==> config.mk <==
export PLATFORM = sky130hd
export DESIGN_NAME = seq_shift_add_mult
export DESIGN_NICKNAME = d
export VERILOG_FILES = /design/src/rtl/mult_pkg.sv /design/src/rtl/full_adder.sv /design/src/rtl/ripple_add.sv /design/src/rtl/seq_shift_add_mult.sv
export SDC_FILE = /design/constraint.sdc
export NUM_CORES = 1
export LEC_CHECK = 0
export CORE_ASPECT_RATIO = 0.5
export CORE_MARGIN = 5
export CORE_UTILIZATION = 30
export CTS_BUF_LIST = sky130_fd_sc_hd__clkbuf_8 sky130_fd_sc_hd__clkbuf_16
export CTS_CLUSTER_DIAMETER = 40
export DETAILED_ROUTE_END_ITERATION = 12
export PLACE_DENSITY = 0.49
export SYNTH_ARGS = -nofsm -noshare
export SYNTH_HDL_FRONTEND = slang
export SYNTH_SLANG_ARGS = --single-unit
==> constraint.sdc <==
create_clock -name clk -period 2.21 [get_ports clk]
set_input_delay 0.5525 -clock clk [delete_from_list [all_inputs] [get_ports clk]]
set_output_delay 0.5525 -clock clk [all_outputs]
set_load 0.01 [all_outputs]
==> src/rtl/mult_pkg.sv <==
// Shared types and defaults for the sequential shift-and-add multiplier.
package mult_pkg;

    typedef enum logic [1:0] {
        IDLE,
        CALC,
        DONE
    } mult_state_t;

    localparam int DEFAULT_WIDTH = 4;

endpackage

==> src/rtl/full_adder.sv <==
// One-bit full adder cell used to build ripple-carry adders.
module full_adder (
    input  logic a,
    input  logic b,
    input  logic cin,
    output logic s,
    output logic cout
);

    assign s    = a ^ b ^ cin;
    assign cout = (a & b) | (cin & (a ^ b));

endmodule

==> src/rtl/ripple_add.sv <==
// Combinational WIDTH-bit ripple-carry adder built from full_adder cells.
module ripple_add #(
    parameter int WIDTH = 4
) (
    input  logic [WIDTH-1:0] a,
    input  logic [WIDTH-1:0] b,
    output logic [WIDTH-1:0] sum,
    output logic             cout
);

    logic [WIDTH:0] carry;

    assign carry[0] = 1'b0;

    for (genvar i = 0; i < WIDTH; i++) begin : g_bit
        full_adder u_fa (
            .a   (a[i]),
            .b   (b[i]),
            .cin (carry[i]),
            .s   (sum[i]),
            .cout(carry[i+1])
        );
    end

    assign cout = carry[WIDTH];

endmodule

==> src/rtl/seq_shift_add_mult.sv <==
// Sequential shift-and-add multiplier with start/busy/done handshake, WIDTH+1 cycle latency.
// Define SEQ_MULT_SIGNED_EN to treat x and y as two's complement (sign-magnitude around the unsigned core).
module seq_shift_add_mult
    import mult_pkg::*;
#(
    parameter int WIDTH = DEFAULT_WIDTH
) (
    input  logic               clk,
    input  logic               rst,
    input  logic               start,
    input  logic [WIDTH-1:0]   x,
    input  logic [WIDTH-1:0]   y,
    output logic               busy,
    output logic               done,
    output logic [2*WIDTH-1:0] p
);

    localparam int CNT_W = $clog2(WIDTH + 1);
    localparam logic [CNT_W-1:0] CNT_LAST = CNT_W'(WIDTH - 1);

    mult_state_t        state;
    logic [WIDTH-1:0]   mcand;
    logic [WIDTH-1:0]   mplier;
    logic [WIDTH-1:0]   acc_hi;
    logic [WIDTH-1:0]   acc_lo;
    logic [CNT_W-1:0]   cnt;
    logic [WIDTH-1:0]   addend;
    logic [WIDTH-1:0]   add_sum;
    logic               add_cout;
    logic [WIDTH-1:0]   x_mag;
    logic [WIDTH-1:0]   y_mag;
    logic [2*WIDTH-1:0] result;
    logic               accept;

`ifdef SEQ_MULT_SIGNED_EN
    logic neg;

    // -x of the most negative value wraps to itself, which read unsigned is exactly its magnitude.
    assign x_mag  = x[WIDTH-1] ? -x : x;
    assign y_mag  = y[WIDTH-1] ? -y : y;
    assign result = neg ? -{acc_hi, acc_lo} : {acc_hi, acc_lo};
`else
    assign x_mag  = x;
    assign y_mag  = y;
    assign result = {acc_hi, acc_lo};
`endif

    assign addend = mplier[0] ? mcand : '0;
    assign accept = start && (state == IDLE || state == DONE);

    ripple_add #(.WIDTH(WIDTH)) u_add (
        .a   (acc_hi),
        .b   (addend),
        .sum (add_sum),
        .cout(add_cout)
    );

    always_ff @(posedge clk) begin
        if (rst) begin
            state  <= IDLE;
            busy   <= 1'b0;
            done   <= 1'b0;
            p      <= '0;
            mcand  <= '0;
            mplier <= '0;
            acc_hi <= '0;
            acc_lo <= '0;
            cnt    <= '0;
`ifdef SEQ_MULT_SIGNED_EN
            neg    <= 1'b0;
`endif
        end else begin
            done <= 1'b0;
            case (state)
                IDLE: ;
                CALC: begin
                    // {carry, sum, acc_lo} shifted right by one; the low half collects finished product bits.
                    acc_hi <= {add_cout, add_sum[WIDTH-1:1]};
                    acc_lo <= {add_sum[0], acc_lo[WIDTH-1:1]};
                    mplier <= mplier >> 1;
                    cnt    <= cnt + 1'b1;
                    if (cnt == CNT_LAST) begin
                        state <= DONE;
                        busy  <= 1'b0;
                    end
                end
                DONE: begin
                    p     <= result;
                    done  <= 1'b1;
                    state <= IDLE;
                end
                default: state <= IDLE;
            endcase

            // NOTE: non-blocking updates mean this later assignment wins over the case above,
            // so a start seen in DONE both publishes p and launches the next multiply on the same edge.
            if (accept) begin
                state  <= CALC;
                busy   <= 1'b1;
                mcand  <= x_mag;
                mplier <= y_mag;
                acc_hi <= '0;
                acc_lo <= '0;
                cnt    <= '0;
`ifdef SEQ_MULT_SIGNED_EN
                neg    <= x[WIDTH-1] ^ y[WIDTH-1];
`endif
            end
        end
    end

endmodule

==> results.cfg <==
[worst_setup_path]
start_kind = flip-flop
crit_family = adder cells
crit_type = reg -> reg
crit_chain = and2_1 > ha_1 > inv_1 > fa_1 > inv_1 > fa_1 > inv_1 > fa_1 > a211oi_1
cp_slowest_cell = fa_1
critical_path_depth = 9
rr_worst_depth = 9
max_stage_delay_ps = 420
cp.arrival_ps = 2190
path_buf_inv = 3
cp_max_fo = 5
critPathCaptureType = flip-flop
worst-endpoint-required_ps = 2400

[routing]
routed_wl_mm = 2.478
wl_per_cell_um = 11.11
ant_nets = 0
dr.pass1.iters = 4
viasPerCell = 4.341
via_count = 968
first_iter_violations = 35
drc = 0

[timing]
fin_crit_ps = 1994
rsz0062_at_grt = no
fin_crit_sh_pct = 90.21
fin_hold_ws_ps = 455.1
maxSlewViolCount = 0
finalSetupViolCount = 0
skew_ps = 5.137
fin_tns_setup_ps = 0
relSlewSlack_pct = 66.61
fmax_mhz = 501.6
hold_viol = 0
worst_pin_slew_ps = 500.9

[global_route]
grt_max_degree = 20
grt_pass1_vias = 841
grt_pass1_wl_mm = 4.043
antenna_found_initial = 0
track_usage_pct = 8.487
grt.overflow.total = 0

[power]
power.density_nw_per_um2 = 731.2
clockPowerShare_pct = 40.7
static-leakage-power_nw = 0.5671
swShare_pct = 23.20
peakVddDrop_v = 0.0002341
comb_power_share_pct = 9.1
p_switching_mw = 0.2742
p_seq_share_pct = 50.2
internal-power_mw = 0.9078

[logic_synthesis]
ys_ff_latch = 31
ys_seq_area_share_pct = 47.15
syn_area_um2 = 1316
syn-instance-count = 147
synth_top_family_by_area = simple AND/OR/NAND/NOR gates
synth_top_area_share_pct = 47.15
syn_nets = 164
yosysWarnings = 0
synth.mux.area_fraction_pct = 0.7605
synth_compound_area_share_pct = 13.78
synth_area_leaders = dfxtp_1 (47%), nand2_1 (11%), a21oi_1 (6.1%), fa_1 (4.6%), buf_6 (3.4%)
synth_edf_count = 0
ys_async_sr_fraction_pct = 0
synthSimpleGateAreaFrac_pct = 22.53
synthAdderAreaFrac_pct = 7.414
synth_xor_area_share_pct = 0.6654
ys_types = 27
avgSynthCellArea_um2 = 8.954
yosys_most_used_dff = dfxtp_1
synth_top_area_cell = dfxtp_1

[placement]
placed_area_um2 = 1516
dpl.hpwl_mm = 1.721
place_congestion = 0.6985
portBuffers = 20

[run]
drv_cap = 0

[final_layout]
fin_nets = 182
postLayoutCoreUtil_pct = 37.44
diodes = 0
final_cell_area_um2 = 1617
final_layout_size_suffix_gt1_share_pct = 10.24
syn_to_final_growth_pct = 22.81

[worst_hold_path]
hold_depth = 2
hold_class = reg -> reg

[clocking]
clk_pin_slew_ps = 70
clockBufferDepth = 2
cts_resized = 0
cts_buffers = 5
htree_levels = 2
cts_tree = done
cts_sinks = 31
post_cts_buffers = 0
cts_hold_buf = 0
worstSkewPairLatency_ps = 270
cts-root-buf = clkbuf_8

[floorplanning]
io_pins = 21
fp.dieArea_um2 = 5893
die_y_um = 56.84
start_util_pct = 30.48
fp-row-count = 17
core_region_area_um2 = 4318
fp.dieW_um = 103.7

[status]
status = complete, no violations
## cells by family (layout without fill, tap and decap cells)
kind of cell	after synthesis	count (layout)
simple gates	65	65
mux	1	1
xor+xnor	1	1
flops	31	31
buf+inv	16	35
compound gates	27	27
fa+ha+maj	6	6
## metrics by stage
step | total power [mW] | setup slack (ps) | instances
after floorplan | 0.6894 | 291.5 | 147
after global placement | 0.7130 | 253.8 | 215
after detailed placement | 0.7144 | 195.9 | 215
after CTS | 1.202 | 201.3 | 223
after global routing | 1.240 | 50.77 | 223
final | 1.182 | 216.4 | 223
## tightest hold or removal path, cell delays in order (launching register included)
cell and delay, ps:
dfxtp_1 310, nand2_1 50, a21oi_1 50
## final timing paths
| path | endpoint | slack, ps | start |
|---|---|---|---|
| setup / recovery | acc_hi[2] | 220 | mplier[0] |
| hold / removal | p[6] | 460 | p[6] |
| setup reg to reg | acc_hi[2] | 220 | mplier[0] |
| hold reg to reg | p[6] | 460 | p[6] |
## layout by cell type, fill, tap and decap left out, types with 2 or more instances in the layout
cell / count
a211oi_2: 2
inv_1: 7
nor2_1: 10
a21oi_2: 3
nand2_1: 39
nor3_1: 5
and2_1: 2
fa_1: 3
dfxtp_1: 31
nand2b_1: 3
a21oi_1: 16
ha_1: 3
and2b_1: 2
clkdlybuf4s50_1: 20
o22ai_1: 2
a211oi_1: 2
clkbuf_8: 7
## sequential cells by signal, indices dropped and copies added (netlist names)
signal	count
busy	1
cnt	3
done	1
acc_lo	4
p	8
acc_hi	4
mplier	4
mcand	4
state	2
## synthesized netlist by cell type, types with 2 or more instances
cell type / n
a211oi_2: 2
buf_6: 4
buf_2: 3
nor2_1: 10
nor3_1: 5
a211oi_1: 2
a21oi_1: 16
dfxtp_1: 31
ha_1: 3
a21oi_2: 3
and2_1: 2
nand2_1: 39
nand2b_1: 3
buf_4: 2
fa_1: 3
o22ai_1: 2
and2b_1: 2
inv_1: 6
## cell type report
type	instances	area, µm²
timing repair buffer	21	207.7
sequential	31	620.6
multi-input combinational	100	594.3
fill	456	2701
tap	57	71.32
clock buffer	7	96.34
clock inverter	1	3.754
inverter	6	22.52
## layer usage
metal / up-vias / global-route usage (%) / wire, µm
met3: 2 / 3.789 / 119
met1: 442 / 11.33 / 1285
li1: 508 / - / -
met5: - / 0 / 0
met2: 16 / 12.41 / 1053
met4: 0 / 2.214 / 19
## power groups by stage
stage,Sequential [mW],Combinational (mW),Clock (mW)
6_report,0.593,0.107,0.482
2_1_floorplan,0.603,0.0862,0
3_3_place_gp,0.605,0.108,0
5_1_grt,0.596,0.118,0.526
3_5_place_dp,0.606,0.109,0
4_1_cts,0.593,0.109,0.500
No activity file was read; power rests on OpenSTA's default activity.
